--- src/rtl/falcon_clk_pkg.sv ---
// falcon_clk_pkg -- shared definitions for the clock-manager reset sequencer.
//   seq_state_e : sequencer state encodings (3 bits; 6 and 7 are unused)
//   SEQ_STATE_W : width of the state encoding
//   CNT_W       : width of the shared sequencer counter
//   DEF_*       : default values for the sequencer timing parameters
package falcon_clk_pkg;

    localparam int SEQ_STATE_W = 3;
    localparam int CNT_W       = 16;

    localparam int DEF_LOCK_STABLE_CYCLES  = 1024;
    localparam int DEF_LOCK_TIMEOUT_CYCLES = 50000;
    localparam int DEF_DCM_RESET_CYCLES    = 10;
    localparam int DEF_STAGE_GAP_CYCLES    = 16;

    typedef enum logic [SEQ_STATE_W-1:0] {
        WAIT_LOCK = 3'd0,
        DCM_RST   = 3'd1,
        STABLE    = 3'd2,
        WAIT_SYNC = 3'd3,
        SRAM_UP   = 3'd4,
        RUN       = 3'd5
    } seq_state_e;

endpackage

--- src/rtl/sync_2ff.sv ---
// sync_2ff -- generic two-flop synchronizer with asynchronous active-low clear.
//   clk   in  destination clock
//   rst_n in  asynchronous active-low clear (both stages go to 0)
//   d     in  W-bit asynchronous input
//   q     out W-bit synchronized output, two clk cycles behind d
module sync_2ff #(
    parameter int W = 1
) (
    input  logic         clk,
    input  logic         rst_n,
    input  logic [W-1:0] d,
    output logic [W-1:0] q
);

    logic [W-1:0] meta;

    always_ff @(posedge clk or negedge rst_n) begin
        if (!rst_n) begin
            meta <= '0;
            q    <= '0;
        end else begin
            meta <= d;
            q    <= meta;
        end
    end

endmodule

--- src/rtl/reset_sequencer.sv ---
// reset_sequencer -- start-up / lock-loss reset sequencer on the board clock.
// Debounces the SRAM DCM lock, pulses the DCM reset if lock never arrives,
// then releases the SRAM-side reset and the system reset in order, each
// aligned to a rising edge of the divide-by-10 phase reference.
//
// Optional build macro: LOCK_LOSS_COUNT_EN adds the lock_loss_count port and
// its saturating 8-bit counter of lock losses seen in SRAM_UP or RUN.
//
// Ports:
//   input_clk           in  board clock, the only clock
//   global_reset_n      in  asynchronous active-low reset
//   dcm_locked_sram     in  DCM lock (asynchronous)
//   modified_clock_sync in  divide-by-10 phase reference (asynchronous)
//   dcm_reset_sram      out active-high DCM reset request
//   sram_reset_n        out active-low SRAM-clock-domain reset
//   system_reset_n      out active-low main-system reset
//   system_ready        out high only in RUN
//   seq_state           out current state encoding
//   lock_loss_count     out saturating lock-loss count (LOCK_LOSS_COUNT_EN only)
module reset_sequencer
    import falcon_clk_pkg::*;
#(
    parameter int LOCK_STABLE_CYCLES  = DEF_LOCK_STABLE_CYCLES,
    parameter int LOCK_TIMEOUT_CYCLES = DEF_LOCK_TIMEOUT_CYCLES,
    parameter int DCM_RESET_CYCLES    = DEF_DCM_RESET_CYCLES,
    parameter int STAGE_GAP_CYCLES    = DEF_STAGE_GAP_CYCLES
) (
    input  logic                   input_clk,
    input  logic                   global_reset_n,
    input  logic                   dcm_locked_sram,
    input  logic                   modified_clock_sync,
    output logic                   dcm_reset_sram,
    output logic                   sram_reset_n,
    output logic                   system_reset_n,
    output logic                   system_ready,
    output logic [SEQ_STATE_W-1:0] seq_state
`ifdef LOCK_LOSS_COUNT_EN
    ,
    output logic [7:0]             lock_loss_count
`endif
);

    localparam logic [CNT_W-1:0] STABLE_LAST  = CNT_W'(LOCK_STABLE_CYCLES - 1);
    localparam logic [CNT_W-1:0] TIMEOUT_LAST = CNT_W'(LOCK_TIMEOUT_CYCLES - 1);
    localparam logic [CNT_W-1:0] DCM_LAST     = CNT_W'(DCM_RESET_CYCLES - 1);
    localparam logic [CNT_W-1:0] GAP_LAST     = CNT_W'(STAGE_GAP_CYCLES - 1);
    localparam logic [CNT_W-1:0] GAP_SAT      = CNT_W'(STAGE_GAP_CYCLES);

    logic       lock_s;
    logic       sync_s;
    logic       sync_s_d;
    logic       sync_rise_q;
    seq_state_e state;
    seq_state_e nxt;
    logic [CNT_W-1:0] cnt;
    logic [CNT_W-1:0] cnt_nxt;

    sync_2ff #(.W(1)) u_lock_sync (
        .clk   (input_clk),
        .rst_n (global_reset_n),
        .d     (dcm_locked_sram),
        .q     (lock_s)
    );

    sync_2ff #(.W(1)) u_phase_sync (
        .clk   (input_clk),
        .rst_n (global_reset_n),
        .d     (modified_clock_sync),
        .q     (sync_s)
    );

    // The rising-edge detect is registered: the phase reference then reaches
    // the reset outputs in a fixed 4 cycles (2 sync + 1 detect + 1 output).
    always_ff @(posedge input_clk or negedge global_reset_n) begin
        if (!global_reset_n) begin
            sync_s_d    <= 1'b0;
            sync_rise_q <= 1'b0;
        end else begin
            sync_s_d    <= sync_s;
            sync_rise_q <= sync_s & ~sync_s_d;
        end
    end

    always_comb begin
        nxt     = state;
        cnt_nxt = cnt;
        case (state)
            WAIT_LOCK: begin
                if (lock_s)                   nxt = STABLE;
                else if (cnt == TIMEOUT_LAST) nxt = DCM_RST;
                else                          cnt_nxt = cnt + 1'b1;
            end
            DCM_RST: begin
                if (cnt == DCM_LAST) nxt = WAIT_LOCK;
                else                 cnt_nxt = cnt + 1'b1;
            end
            STABLE: begin
                if (!lock_s)                 nxt = WAIT_LOCK;
                else if (cnt == STABLE_LAST) nxt = WAIT_SYNC;
                else                         cnt_nxt = cnt + 1'b1;
            end
            WAIT_SYNC: begin
                if (!lock_s)          nxt = WAIT_LOCK;
                else if (sync_rise_q) nxt = SRAM_UP;
            end
            SRAM_UP: begin
                // lock loss wins over a coincident phase edge
                if (!lock_s)                              nxt = WAIT_LOCK;
                else if (sync_rise_q && cnt >= GAP_LAST)  nxt = RUN;
                else if (cnt < GAP_SAT)                   cnt_nxt = cnt + 1'b1;
            end
            RUN: begin
                if (!lock_s) nxt = WAIT_LOCK;
            end
            default: nxt = WAIT_LOCK;
        endcase
        if (nxt != state) cnt_nxt = '0;
    end

    // Outputs are decoded from the next state so they change on the same
    // edge as the state register and never pass through combinational logic.
    always_ff @(posedge input_clk or negedge global_reset_n) begin
        if (!global_reset_n) begin
            state          <= WAIT_LOCK;
            cnt            <= '0;
            dcm_reset_sram <= 1'b0;
            sram_reset_n   <= 1'b0;
            system_reset_n <= 1'b0;
            system_ready   <= 1'b0;
        end else begin
            state          <= nxt;
            cnt            <= cnt_nxt;
            dcm_reset_sram <= (nxt == DCM_RST);
            sram_reset_n   <= (nxt == SRAM_UP) || (nxt == RUN);
            system_reset_n <= (nxt == RUN);
            system_ready   <= (nxt == RUN);
        end
    end

`ifdef LOCK_LOSS_COUNT_EN
    // Only losses after the SRAM reset was released are counted.
    always_ff @(posedge input_clk or negedge global_reset_n) begin
        if (!global_reset_n) begin
            lock_loss_count <= 8'd0;
        end else if (!lock_s && (state == SRAM_UP || state == RUN)
                     && lock_loss_count != 8'hFF) begin
            lock_loss_count <= lock_loss_count + 8'd1;
        end
    end
`endif

    assign seq_state = state;

endmodule

--- config.mk ---
export PLATFORM = sky130hd
export DESIGN_NAME = reset_sequencer
export DESIGN_NICKNAME = d
export VERILOG_FILES = /design/src/rtl/falcon_clk_pkg.sv /design/src/rtl/sync_2ff.sv /design/src/rtl/reset_sequencer.sv
export SDC_FILE = /design/constraint.sdc
export NUM_CORES = 1
export LEC_CHECK = 0
export BUFFER_PORTS_ARGS = -buffer_cell sky130_fd_sc_hd__buf_2
export CAP_MARGIN = 20
export CORE_MARGIN = 5
export CORE_UTILIZATION = 35
export CTS_CLUSTER_DIAMETER = 120
export CTS_CLUSTER_SIZE = 20
export DETAILED_ROUTE_END_ITERATION = 8
export SLEW_MARGIN = 40
export SYNTH_ARGS = -nofsm -noshare
export SYNTH_HDL_FRONTEND = slang
export SYNTH_SLANG_ARGS = --single-unit
--- constraint.sdc ---
create_clock -name input_clk -period 6.6 [get_ports input_clk]
set_input_delay 0.66 -clock input_clk [delete_from_list [all_inputs] [get_ports input_clk]]
set_output_delay 0.66 -clock input_clk [all_outputs]
set_load 0.005 [all_outputs]
==> impl_results.md <==
- Synthesized area per cell: 9.34 sq um
- P_sw: 0.0765 mW
- Part of the power in registers: 52.8%
- Worst-margin pin slew: 0.744 ns
- Max H-tree Level: 1
- Clk pwr share: 39.1%
- Std-Cell Rows: 24
- Post-synthesis sequential area ratio: 43.1%
- Layout cells sized above 1: 14.0%
- Pins Over Slew Limit: 0
- Crit path max-delay family: compound AO/OA/AOI/OAI gates
- Worst Hold Class: reg -> reg
- Final Critical Period: 2.45 ns
- Clock sink count: 28
- CP Launch Type: register
- P_int: 0.265 mW
- Final HPWL DP: 2570 microns
- # Max-Cap Violations: 0
- Slowest-stage cell, CP: o311ai_0
- Mapped Nets: 180
- Root buf cell: clkbuf_8
- GP Congestion: 0.844
- CP max stage delay: 0.67 ns
- Die Ht: 78.1 microns
- Top Layer Used: met4
- Final Net Count: 185
- Setup crit end: cnt[8]$_DFFE_PN0P_
- Kind of critical path: reg -> reg
- CTS resizes: 0
- DRT met1 WL: 1710 microns
- Worst vdd ir: 0.0000727 V
- Initial Util: 36.6%
- Worst Setup End Kind: register
- R2R cell count: 6
- Dpl cell area: 1690 sq um
- Post-CTS Setup Inserts: 0
- Post-synthesis register bit count: 28
- Combinational share of power: 8.1%
- Fin util: 39.9%
- Buffers on Ports: 10
- WP data arrival: 2.67 ns
- CTS tree: yes
- Worst flop-to-flop path startpoint: cnt[4]$_DFFE_PN0P_
- Placement Setup Slack: 4.01 ns
- I/O pin total: 11
- Antenna cell count: 0
- Final hold vios: 0
- Status: finished, final reports clean
- Total length of routed met2 wires: 1710 microns
- Number of synthesized flops with an enable pin: 0
- Synth Flop Type: dfrtp_1
- CP Launch Point: cnt[4]$_DFFE_PN0P_
- Critical-path cell list: nor3_1 > and4_4 > a21oi_1 > o311ai_0 > a21oi_4 > o21ba_1
- Die width: 78.1 microns
- Unrepaired setup endpoints after global routing: no
- Max_slew headroom: 49.8%
- Skew-Pair Late Insertion Delay: 0.27 ns
- Max Root-Sink Buffers: 2
- Post-Syn Instances: 174
- Final setup vio count: 0
- Total Routing Usage GR: 12.4%
- Design Area, Final: 1770 sq um
- Yosys warnings: 0
- Req. time, crit path: 6.82 ns
- Hold_buf cts: 0
- Switching Fraction: 22.4%
- Initial antenna violation count: 0
- Clock Skews: 0.00283 ns
- Crit path max fanout: 16
- DRT iter0 DRCs: 105
- Die area: 6110 sq um
- Per-cell routed wire length: 15.8 microns
- P_leak: 0.720 nW
- Async SR Flop Fraction: 100%
- Most common cell after layout, fill and taps aside: dfrtp_1
- Vias/cell: 5.98
- R2r endpoint: cnt[8]$_DFFE_PN0P_
- Most frequent cells in the layout: 28 x dfrtp_1, 16 x nand2_1, 14 x a21oi_1, 13 x nor2_1, 10 x buf_2
- Area delta synth->final: 9.08%
- CP Buf/Inv Count: 0
- Yosys cell types: 43
- Wire length on met3: 149 microns
- First-pass GRT wire length: 6210 microns
- Mapped Area: 1630 sq um
- R2R setup slack: 4.15 ns
- Levels on crit path: 6
- Worst Setup Slack, final: 4.15 ns
- Pre-antenna DRT Iters: 4
- Setup TNS: 0 ns
- Vias in the first global route: 1323
- Antenna-violating nets left: 0
- Routed vias: 1376
- Fmax: 408 MHz
- Largest net degree at the start of global routing: 29
- DRC: 0
- Final period util: 37.1%
- CTS Buf Count: 3
- GRT Residual Overflow: 0
- Final WL: 3630 microns
- Worst-path clk slew: 0.09 ns
- PwrDens: 193 nW/um^2
- Core area: 4440 sq um
==> cell families (layout without fill, tap and decap cells) <==
family,Yosys count,count (layout),share of synthesized area [%]
AND/OR/NAND/NOR,84,84,30.0
flip-flops,28,28,43.1
adder cells (fa/ha/maj),2,2,1.54
buffers and inverters,12,16,3.77
XOR/XNOR,4,4,2.16
AO/OA/AOI/OAI,44,44,19.4
==> layout make-up <==
class | count | area, sq um
clock inverters | 1 | 30.0
clock buffers | 3 | 41.3
inverters | 2 | 7.51
repair buffers | 10 | 50.0
fillers | 457 | 2670
multi-input cells | 134 | 878
well taps | 52 | 65.1
flip-flops and latches | 28 | 701
==> worst register-to-register path, cell delays in order, from the launching register on <==
cell,delay (ns)
dfrtp_1,0.47
nor3_1,0.31
and4_4,0.31
a21oi_1,0.07
o311ai_0,0.67
a21oi_4,0.27
o21ba_1,0.30
==> power groups by stage <==
stage               Sequential (mW)  Combinational [mW]  Clock (mW)
floorplan                     0.181              0.0199           0
global placement              0.183              0.0252           0
detailed placement            0.184              0.0266           0
CTS                           0.180              0.0267       0.140
global route                  0.181              0.0318       0.149
finish                        0.180              0.0275       0.134
==> flip-flops by register name, summed over array words and instances, names as in the netlist <==
register,cells
cnt,16
seq_state,3
dcm_reset_sram,1
sram_reset_n,1
sync_rise_q,1
sync_s_d,1
system_ready,1
u_lock_sync.meta,1
u_lock_sync.q,1
u_phase_sync.meta,1
u_phase_sync.q,1
==> stage by stage <==
stage | hold slack [ns] | total power [mW] | cells
global placement | 0.335 | 0.208 | 226
detailed placement | 0.339 | 0.210 | 226
global route | 0.376 | 0.362 | 230
floorplan | 0.331 | 0.201 | 174
CTS | 0.361 | 0.347 | 230
finish | 0.357 | 0.342 | 230
==> cell usage after synthesis (3+ instances only) <==
| cell | number | area [sq um] |
|---|---|---|
| nor3_1 | 7 | 35.0 |
| or4_1 | 5 | 37.5 |
| o31ai_1 | 6 | 45.0 |
| buf_2 | 4 | 20.0 |
| nand2_1 | 16 | 60.1 |
| nand2b_1 | 5 | 31.3 |
| o41ai_1 | 3 | 26.3 |
| nand4b_1 | 4 | 35.0 |
| nand3_1 | 8 | 40.0 |
| dfrtp_1 | 28 | 701 |
| a21oi_1 | 14 | 70.1 |
| o21ai_0 | 5 | 25.0 |
| xor2_1 | 4 | 35.0 |
| nor2_1 | 13 | 48.8 |
| clkbuf_1 | 3 | 11.3 |
| or3_1 | 5 | 31.3 |
| and3_1 | 4 | 25.0 |
| a21oi_2 | 3 | 26.3 |
| nand4_1 | 3 | 18.8 |
| nor2b_1 | 3 | 18.8 |
==> worst min path at each step <==
stage / startpoint / depth (start not counted) / slack [ns] / to
after floorplan: u_lock_sync.meta$_DFF_PN0_ / 0 / 0.33 / u_lock_sync.q$_DFF_PN0_
after global placement: u_phase_sync.meta$_DFF_PN0_ / 0 / 0.33 / u_phase_sync.q$_DFF_PN0_
after detailed placement: u_phase_sync.meta$_DFF_PN0_ / 0 / 0.34 / u_phase_sync.q$_DFF_PN0_
after CTS: u_phase_sync.meta$_DFF_PN0_ / 0 / 0.36 / u_phase_sync.q$_DFF_PN0_
after global routing: u_phase_sync.meta$_DFF_PN0_ / 0 / 0.38 / u_phase_sync.q$_DFF_PN0_
final: u_phase_sync.meta$_DFF_PN0_ / 0 / 0.36 / u_phase_sync.q$_DFF_PN0_
==> metal layers <==
| layer | vias up | GRT usage, % |
|---|---|---|
| li1 | 654 | - |
| met5 | - | 0 |
| met3 | 6 | 2.52 |
| met1 | 681 | 17.0 |
| met4 | 0 | 5.07 |
| met2 | 35 | 19.1 |
(Power assumes the default switching activity.)
